## src/rtl/nbit_cpu_pkg.sv

```systemverilog
// nbit_cpu_pkg: shared opcode and FSM state types for the n-bit teaching CPU.
package nbit_cpu_pkg;

   localparam int OP_W = 3;

   typedef enum logic [OP_W-1:0] {
      OP_NOP = 3'b000,
      OP_LDI = 3'b001,
      OP_ADD = 3'b010,
      OP_SUB = 3'b011,
      OP_XOR = 3'b100,
      OP_JMP = 3'b101,
      OP_JZ  = 3'b110,
      OP_HLT = 3'b111
   } opcode_t;

   typedef enum logic [1:0] {
      FETCH = 2'd0,
      EXEC  = 2'd1,
      HALT  = 2'd2
   } state_t;

endpackage

```

## src/rtl/nbit_alu.sv

```systemverilog
// nbit_alu: combinational execute unit. Produces the accumulator and carry
// values an instruction would write, plus whether a jump is taken. Carry is
// only changed by ADD and SUB; for SUB it holds the borrow.
module nbit_alu
   import nbit_cpu_pkg::*;
#(
   parameter int DATA_W = 4
) (
   input  opcode_t           op,
   input  logic [DATA_W-1:0] acc,
   input  logic [DATA_W-1:0] imm,
   input  logic              carry,
   output logic [DATA_W-1:0] acc_next,
   output logic              carry_next,
   output logic              jump_taken
);

   logic [DATA_W:0] sum;
   logic [DATA_W:0] diff;

   // One extra bit so the top bit is the carry out / borrow out.
   assign sum  = {1'b0, acc} + {1'b0, imm};
   assign diff = {1'b0, acc} - {1'b0, imm};

   // Opcode decode: default is "no architectural change".
   always_comb begin
      acc_next   = acc;
      carry_next = carry;
      jump_taken = 1'b0;
      case (op)
         OP_LDI: acc_next = imm;
         OP_ADD: {carry_next, acc_next} = sum;
         OP_SUB: {carry_next, acc_next} = diff;
         OP_XOR: acc_next = acc ^ imm;
         OP_JMP: jump_taken = 1'b1;
         OP_JZ:  jump_taken = (acc == '0);
         default: ;
      endcase
   end

endmodule

```

## src/rtl/nbit_cpu.sv

```systemverilog
// nbit_cpu: DATA_W-bit accumulator CPU with a PC_W-bit program counter,
// fetching from a switch-driven program bus. Each instruction takes a FETCH
// advance and an EXEC advance; HLT parks the core in HALT until reset.
// The program bus port is named program_bus because "program" is a reserved
// word in SystemVerilog.
// Optional feature macro: NBIT_CPU_STEP_EN adds a push-button step input that
// runs exactly one instruction per debounced-free rising edge.
module nbit_cpu
   import nbit_cpu_pkg::*;
#(
   parameter int DATA_W = 4,
   parameter int PC_W   = 3
) (
   input  logic                                    clock,
   input  logic                                    reset,
   input  logic                                    tick,
   input  logic                                    run,
`ifdef NBIT_CPU_STEP_EN
   input  logic                                    step,
`endif
   input  logic [(2**PC_W)*(OP_W+DATA_W)-1:0]      program_bus,
   output logic [DATA_W-1:0]                       acc,
   output logic [PC_W-1:0]                         pc,
   output logic                                    carry,
   output logic                                    halted,
   output logic                                    fetch_led
);

   localparam int IW = OP_W + DATA_W;

   state_t            state;
   state_t            state_next;
   logic [IW-1:0]     ir;
   logic [IW-1:0]     fetch_word;
   opcode_t           op;
   logic [DATA_W-1:0] imm;
   logic [DATA_W-1:0] acc_next;
   logic              carry_next;
   logic              jump_taken;
   logic [PC_W-1:0]   target;
   logic              adv;

`ifdef NBIT_CPU_STEP_EN
   // step_sync[1:0] is the two-flop synchroniser, step_sync[2] the delayed
   // copy used for rising-edge detection.
   logic [2:0] step_sync;
   logic       step_edge;
   // step_hold: 3 = FETCH done, EXEC due next; 2..1 = cool-down covering the
   // synchroniser depth so presses made while the instruction was in flight
   // are discarded; 0 = idle, ready for a new press.
   logic [1:0] step_hold;

   assign step_edge = step_sync[1] & ~step_sync[2];

   // Synchronise the push-button and sequence the FETCH/EXEC pair of a step.
   always_ff @(posedge clock) begin
      if (reset) begin
         step_sync <= '0;
         step_hold <= '0;
      end else begin
         step_sync <= {step_sync[1:0], step};
         if (run) begin
            if (step_hold != 2'd0)
               step_hold <= step_hold - 2'd1;
            else if (step_edge)
               step_hold <= 2'd3;
         end
      end
   end

   assign adv = run & (tick | (step_edge & (step_hold == 2'd0)) | (step_hold == 2'd3));
`else
   assign adv = tick & run;
`endif

   assign fetch_word = program_bus[int'(pc)*IW +: IW];
   assign op         = opcode_t'(ir[IW-1 -: OP_W]);
   assign imm        = ir[DATA_W-1:0];
   assign target     = imm[PC_W-1:0];
   assign halted     = (state == HALT);
   assign fetch_led  = (state == FETCH);

   nbit_alu #(
      .DATA_W (DATA_W)
   ) u_alu (
      .op         (op),
      .acc        (acc),
      .imm        (imm),
      .carry      (carry),
      .acc_next   (acc_next),
      .carry_next (carry_next),
      .jump_taken (jump_taken)
   );

   // FSM state register; reset wins over any advance on the same edge.
   always_ff @(posedge clock) begin
      if (reset)
         state <= FETCH;
      else
         state <= state_next;
   end

   // Next-state logic: only an advance moves the FSM; HALT is absorbing.
   always_comb begin
      state_next = state;
      case (state)
         FETCH: if (adv) state_next = EXEC;
         EXEC:  if (adv) state_next = (op == OP_HLT) ? HALT : FETCH;
         HALT:  state_next = HALT;
         default: state_next = FETCH;
      endcase
   end

   // Architectural state: latch the instruction on FETCH, commit it on EXEC.
   always_ff @(posedge clock) begin
      if (reset) begin
         ir    <= '0;
         acc   <= '0;
         pc    <= '0;
         carry <= 1'b0;
      end else if (adv) begin
         case (state)
            FETCH: ir <= fetch_word;
            EXEC: begin
               acc   <= acc_next;
               carry <= carry_next;
               if (op != OP_HLT) begin
                  if (jump_taken)
                     pc <= target;
                  else
                     pc <= pc + 1'b1;
               end
            end
            default: ;
         endcase
      end
   end

endmodule

```

## config.mk

```make
export PLATFORM = sky130hd
export DESIGN_NAME = nbit_cpu
export DESIGN_NICKNAME = d
export VERILOG_FILES = /design/src/rtl/nbit_cpu_pkg.sv /design/src/rtl/nbit_alu.sv /design/src/rtl/nbit_cpu.sv
export SDC_FILE = /design/constraint.sdc
export NUM_CORES = 1
export LEC_CHECK = 0
export CAP_MARGIN = 0
export CORE_MARGIN = 3
export CORE_UTILIZATION = 30
export CTS_CLUSTER_DIAMETER = 50
export DETAILED_ROUTE_END_ITERATION = 16
export DONT_BUFFER_PORTS = 1
export PLACE_DENSITY_LB_ADDON = 0.05
export RECOVER_POWER = 50
export SLEW_MARGIN = 5
export SYNTH_ARGS = -nofsm -noshare
export SYNTH_HDL_FRONTEND = slang
export SYNTH_SLANG_ARGS = --single-unit
export TNS_END_PERCENT = 5
```

## constraint.sdc

```tcl
create_clock -name clock -period 3.5 [get_ports clock]
set_input_delay 0.35 -clock clock [delete_from_list [all_inputs] [get_ports clock]]
set_output_delay 0.35 -clock clock [all_outputs]
set_load 0.05 [all_outputs]
```

**After elaboration in Yosys (flattened, before gate mapping)**

Cells that the tools add are included.

- Register bits: 17
- Bits in latches: 0
- RAM bits: 0
- Bits in read-only memories: 0
- Bits of input ports: 60
- Output and inout bits: 10
- Logic and storage cells: 41
- Memories: 0

- Add/subtract/negate cells: 3
- $mul: 1
- Div/mod/pow operators: 0
- Magnitude comparators: 0
- Equal/unequal tests: 12
- Shift operators: 1
- Multiplexer cells: 8
- Bitwise operators: 2
- Reduce and logical (&&, ||, !) cells: 9

Operators by type and width:

| kind | count |
|---|---|
| 56-bit by 7-bit variable part select with 7-bit output | 1 |
| 4-bit case mux with 4 select lines | 1 |
| 3-bit equality test, second input constant | 4 |
| 3-bit AND reduction | 3 |
| 3-bit by 2-bit equality test with 1-bit output, second input constant | 2 |
| 3-bit by 3-bit multiplier with 6-bit output, second input constant | 1 |
| 2-bit two-way mux | 3 |
| 2-bit case mux with 3 select lines | 1 |
| 4-bit by 4-bit adder with 5-bit output | 1 |
| 4-bit by 4-bit subtractor with 5-bit output | 1 |
| 4-bit logical NOT | 1 |
| 1-bit case mux with 2 select lines | 2 |
| 2-bit AND reduction | 2 |
| 4-bit nonzero test | 1 |
| 4-bit XOR | 1 |
| 3-bit by 1-bit adder with 3-bit output, second input constant | 1 |
| 3-bit by 1-bit equality test with 1-bit output, second input constant | 1 |
| 3-bit two-way mux | 1 |
| 3-bit != test, second input constant | 1 |
| 2-bit by 1-bit equality test with 1-bit output, second input constant | 1 |
| 2-bit equality test, second input constant | 1 |
| 2-bit logical NOT | 1 |
| 2-bit by 1-bit != test with 1-bit output, second input constant | 1 |
| 2-bit != test, second input constant | 1 |
| other kinds (2) | 2 |

**Depth between registers and ports, before layout**

Gate-level depths: netlist (run 1).

- Depth in word-level cells: 4
- Depth in mapped cells: 8
- Depth with buffers taken out: 8

**Hierarchy**

Synthesis (run 1) repeated with hierarchy kept, for this count alone.

- Cells, all modules: 200
- Area, all modules: 1681.6 µm²

By module, submodules not included:

| module | instances | cells an instance | area an instance (µm²) | sequential area each (µm²) |
|---|---|---|---|---|
| nbit_cpu | 1 | 121 | 1129.8 | 340.3 |
| nbit_alu | 1 | 79 | 551.8 | 0.0 |

**Worst setup path before layout (run 1)**

Ideal clock, no wire load.

- Path kind: register -> register
- Start point: register acc[1]
- End point: register carry
- Library setup time: 0.070 ns
- Arrival time: 2.016 ns
- Required time: 3.430 ns
- Path slack: 1.413 ns
- Cell stages (with the launch flop): 8
- Path buffers: 0
- Period minus slack after synthesis: 2.087 ns
- Cells stage by stage: dfxtp_1 inv_1 fa_1 o21ba_2 nor2_1 nor3_1 a211o_1 a21oi_1

- Cells in the longest elaborated chain, start to end: 2
- Elaborated cells on any way between the ends: 3
- Classes of those cells: 2 x add/sub; 1 x mux

RTL lines:

| item | RTL line | RTL |
|---|---|---|
| start, declared | nbit_cpu.sv:22 | `output logic [DATA_W-1:0] acc,` |
| start signal, assigned | nbit_cpu.sv:125 | `acc <= acc_next;` |
| 4-bit by 4-bit subtractor with 5-bit output or 4-bit by 4-bit adder with 5-bit output (tied branches) | nbit_alu.sv:23, nbit_alu.sv:22 |  |
| 1-bit case mux with 2 select lines (*) | nbit_alu.sv:30 | `case (op)` |
| end signal, assigned | nbit_cpu.sv:126 | `carry <= carry_next;` |
| end, declared | nbit_cpu.sv:24 | `output logic carry,` |

Every way passes the cells marked *; elsewhere a longest branch is shown, timed or not.
A chain may end at the register's enable or synchronous reset.

**Final worst setup path (run 1)**

Ends and elaborated chain as after synthesis.

==> metrics, run 1 <==
Die Span Y=78.0 um; first-pass GRT wire length=6300 um; Worst Hold Path EP=carry; max incr delay on CP=0.72 ns; Filler Cells Inserted=542; initial antenna violation count=0; Post-Syn Nets=231; drc violations=0; Post-synth EDFFs=0; Synth Area in Compound Gates=0.178; R2R depth=7; global routing usage on met3=0.0206; Synth top cells by count=17 x dfxtp_1, 15 x nor2_1, 14 x mux4_2; synth top area cells=dfxtp_1 22%, mux4_2 20%, ha_1 7.2%; Die Wd=78.0 um; Crit. End Element=flop; worst reg2reg path startpoint=acc[1]; worst slew pin tran=1.07 ns; Reg area=340 um^2; Clock Skew=0.00185 ns; adder-cell area share of the yosys netlist=0.0981; post-synthesis mux area share=0.260; headroom to the max-slew limit=0.288; RSZ-0062 raised after global routing=no; via/cell ratio=5.51; Core Rows=25; most numerous cell in the Yosys netlist=dfxtp_1; H-tree depth=1; TNS Setup=0 ns; Final Hold Fails=0; hold_buf cts=0; CTS tree=built; clock slew at reported path FFs=0.07 ns; flop-to-flop setup slack=1.18 ns; hold path depth=1; Async S/R FF share, synth=0; Synth Area in Simple Gates=0.151; Crit Path Class=reg2reg; period utilization=0.663; Wirelength per Cell=17.2 um; Final nets=226; largest net degree at the start of global routing=19; Via Count=1,217; r2r endpoint=carry; synthesized cell area=1560 um^2; remaining antenna violation count after routing=0; status=complete, no violations; setup bufs post-CTS=0; critical path launch point type=flop; Seq cells post-synth=17; Resize count post-CTS=0; Ports=70; area delta synth->final=3.78%; met2 Track Usage GR=0.204; Slowest-stage cell, CP=dfxtp_1; Hold/Removal Path Class=in2reg; Detailed Route WL=3810 um; M1 GR Usage=0.175; max frequency=431 MHz; GRT Residual Overflow=0; sequential share of the synthesized area=0.219; XOR/XNOR Fraction of Synth Area=0.0225; Std-Cell Core Area=4880 um^2; Total Routing Usage GR=0.128; main flop type after synthesis=dfxtp_1; Starting Density=0.319; multi-input logic area=1100 um^2; Post-Syn Instances=160; WP data required=3.69 ns; PwrDens=303 nW/um^2; Clock Sinks=17; Distinct cells, synth=42; Worst Path Arrival=2.51 ns; Clk Latency, worst-skew pair=0.26 ns; Setup violations, final=0; vias in the first global route=1,303; CP Max Fanout=5; Leakage=0.514 nW; YS warnings=0; clk buf depth=2; top-area cell type share of the netlist area=0.219; # port buffers=0; fin crit period=2.32 ns; Mapped Avg Cell Area=9.73 um^2; Placed Cells=217; placed wire-length estimate=3010 um; HP Start=reset; initial DRC count=67; fraction of layout cells with a size suffix above 1=0.156; Clock Tree Root=clkbuf_8; Max-Cap Viols=0; largest family of logic cells by synthesized area=multiplexers; n_diodes=0; cell taking the most area after synthesis=dfxtp_1; Most Crowded Layer GR=met2; Peak supply drop=0.107 mV; number of detailed-route iterations in the first pass=4; Final Non-Filler Cells=221; TritonCTS buffer count=3; Routability Congestion=0.819; fin. max-slew vios=0; die area=6090 um^2; CP Cell Sequence=inv_1 > fa_1 > o21ba_2 > nor2_1 > nor3_1 > a211o_1 > a21oi_1
## report_power, final
part	internal [mW]	switching, mW
Combinational	0.0540	0.0476
Sequential	0.202	0.0277
Clock	0.0811	0.0767
Total	0.337	0.152
## worst max-delay path by stage
stage	start	end	depth (start not counted)
2_1_floorplan	acc[1]	carry	7
3_3_place_gp	acc[1]	carry	7
3_5_place_dp	acc[1]	carry	7
4_1_cts	acc[1]	carry	7
5_1_grt	acc[1]	carry	7
6_report	acc[1]	carry	7
## sequential cells by signal (all words and copies together) (netlist names)
register and count:
acc 4, carry 1, ir 7, pc 3, state 2
## critical path, delay by kind of cell (launching register included)
kind,cells,cell delay (ns)
buf+inv,1,0.24
compound gates,3,0.63
fa+ha+maj,1,0.51
simple gates,2,0.14
flops,1,0.72
## routing by layer
layer | part of all wire | vias to the layer above
li1 | - | 595
met1 | 0.45 | 554
met2 | 0.46 | 63
met3 | 0.071 | 5
met4 | 0.014 | 0
met5 | 0 | -
## through the flow
step / hold slack (ns) / worst slack, ns / utilization / total power [mW] / cell area, um^2
after floorplan: 0.474 / 1.41 / - / 0.325 / 1560
after global placement: 0.424 / 1.27 / 0.322 / 0.336 / 1570
after detailed placement: 0.426 / 1.19 / 0.322 / 0.337 / 1570
after CTS: 0.147 / 1.16 / 0.331 / 0.497 / 1620
after global routing: 0.138 / 1.05 / 0.331 / 0.522 / 1620
final: 0.153 / 1.18 / 0.331 / 0.489 / 1620
## cell usage in the layout (no fill, tap or decap), drive strengths merged, types with 3 or more instances in the layout
cell / Yosys / routed
nor2: 16 / 16
clkbuf: 3 / 4
nand2b: 3 / 3
nand3b: 3 / 3
mux4: 14 / 14
nor2b: 4 / 4
mux2i: 9 / 9
dfxtp: 17 / 17
o21ai: 7 / 7
a22oi: 3 / 3
a21oi: 5 / 5
nand2: 11 / 11
nor3: 6 / 6
ha: 9 / 9
xnor2: 3 / 3
inv: 9 / 9
a211oi: 9 / 9
## kinds of logic after synthesis
kind of cell,count (synthesis)
compound gates,39
xor+xnor,4
fa+ha+maj,11
buf+inv,20
flops,17
mux,23
simple gates,46
## layout make-up
type	instances	share of cell area
repair buffers	1	0.00465
well taps	67	0.0519
clock buffers	4	0.0279
flip-flops and latches	17	0.211
inverters	9	0.0209
multi-input cells	123	0.684
No activity file was read; power rests on OpenSTA's default activity.
==> run 2: changes to the inputs <==
Clock period 3.5 ns to 2 ns, I/O delays scaled along.
==> metrics, run 2 (synthesized netlist as in run 1, its figures left out) <==
Fin Hold WS=0.00401 ns (-0.149 ns); DP Worst Slack=0.200 ns (-0.994 ns); Worst Setup Slack, final=0.192 ns (-0.989 ns); GRT Residual Overflow=0 (unchanged); headroom to the max-slew limit=0.588 (+0.300); Hold/Removal Path Class=in2reg; clk buf depth=2 (unchanged); max frequency=553 MHz (+28%); Placed Cells=230 (+6.0%); fin. max-slew vios=0 (unchanged); Die Span Y=78.0 um (unchanged); flop-to-flop setup slack=0.19 ns (-0.99 ns); largest net degree at the start of global routing=19 (unchanged); Worst Path Arrival=2.00 ns (-0.51 ns); Peak supply drop=0.196 mV (+83%); Wirelength per Cell=17.2 um (about the same); r2r endpoint=carry; RSZ-0062 raised after global routing=no; R2R depth=8 (+1); max FFs per register=7 (unchanged); worst slew pin tran=0.618 ns (-0.448 ns); via/cell ratio=5.51 (about the same); Filler Cells Inserted=540 (-0.37%); Std-Cell Core Area=4880 um^2 (unchanged); TNS Setup=0 ns (unchanged); area delta synth->final=10.1%; Max-Cap Viols=0 (unchanged); max incr delay on CP=0.40 ns (-0.32 ns); commonest cells after routing, fill and taps aside=15 x nor2_1, 15 x dfxtp_1, 14 x mux4_2; placed wire-length estimate=3200 um (+6.5%); Ports=70 (unchanged); CTS tree=built; n_diodes=0 (unchanged); Clock Sinks=17 (unchanged); Via Count=1,306 (+7.3%); Leakage=0.566 nW (+10%); WP data required=2.19 ns (-1.50 ns); Starting Density=0.319 (unchanged); Clk Latency, worst-skew pair=0.26 ns (about the same); CP Cell Sequence=ha_1 > inv_1 > fa_1 > o21ba_2 > nor2_1 > nor3_1 > a211o_1 > a21oi_1; number of detailed-route iterations in the first pass=4 (unchanged); TritonCTS buffer count=3 (unchanged); family with the most delay on the worst path=compound AO/OA/AOI/OAI gates; Detailed Route WL=4080 um (+7.2%); Slowest-stage cell, CP=dfxtp_1; Clock Skew=0.00575 ns (+0.00391 ns); critical path launch point type=flop; worst reg2reg path startpoint=ir[0]; Setup violations, final=0 (unchanged); Crit. End Element=flop; fin crit period=1.81 ns (-0.511 ns); Clock Tree Root=clkbuf_8; die area=6090 um^2 (unchanged); initial antenna violation count=0 (unchanged); Crit Path Class=reg2reg; critical path depth=8 (+1); status=complete, no violations; Core Rows=25 (unchanged); Total Routing Usage GR=0.131 (+0.00240); clock slew at reported path FFs=0.08 ns (about the same); sum of buffers and inverters on the critical path=1 (unchanged); PwrDens=511 nW/um^2 (+69%); Final Non-Filler Cells=237 (+7.2%); power consumption=0.875 mW (+79%); # port buffers=0 (unchanged); period utilization=0.904 (+0.241); vias in the first global route=1,417 (+8.7%); drc violations=0 (unchanged); Routability Congestion=0.729 (-11%); Die Wd=78.0 um (unchanged); Top Registers=ir: 7 flops, acc: 4 flops, pc: 3 flops; H-tree depth=1 (unchanged); remaining antenna violation count after routing=0 (unchanged); Worst Hold Path EP=acc[1]; Final nets=242 (+7.1%); first-pass GRT wire length=6510 um (+3.3%); Final Hold Fails=0 (unchanged); hold path depth=1 (unchanged); CP Max Fanout=5 (unchanged); HP Start=reset; initial DRC count=50 (-25%); Biggest register=ir; fraction of layout cells with a size suffix above 1=0.188 (+0.0324)
[run 2: changes by cell type in the layout (fill, tap and decap cells not counted), sizes merged]
cell,change
buf,+4
clkbuf,+9
dlygate4sd3,+3
[run 2: final cells by class]
class | count | area (um^2) | area share
timing repair buffer | 17 | 104 | 0.0606
multi-input combinational | 123 | 1100 | 0.645
clock buffer | 4 | 45.0 | 0.0263
sequential | 17 | 343 | 0.200
tap | 67 | 83.8 | 0.0489
inverter | 9 | 33.8 | 0.0197
[run 2: worst max path at each step]
stage               endpoint   start
floorplan              carry  acc[1]
CTS                    carry   ir[0]
finish                 carry   ir[0]
detailed placement     carry   ir[0]
global placement       carry   ir[0]
global route           carry   ir[0]
[run 2: metrics by stage]
stage,instance area [um^2],utilization
CTS,1730,0.354
floorplan,1560,-
detailed placement,1670,0.342
finish,1710,0.351
global route,1710,0.351
global placement,1670,0.342
[run 2: routing by layer]
layer | vias to the layer above | wire length (um) | track usage
li1 | 625 | - | -
met1 | 600 | 1790 | 0.176
met2 | 77 | 1920 | 0.214
met3 | 4 | 334 | 0.0206
met4 | 0 | 38 | 0.0420
met5 | - | 0 | 0
[run 2: report_power, final]
group	total, mW	switching [mW]	internal, mW	leakage [nW]
Clock	0.275	0.133	0.142	0.0228
Sequential	0.376	0.0225	0.354	0.140
Combinational	0.225	0.117	0.108	0.404
[run 2: what timing repair did]
item                                   4_1_cts  5_1_grt
gates resized for setup                      0        0
setup buffers                                0        0
endpoints found under the hold margin        1        3
hold buffers                                 1        2
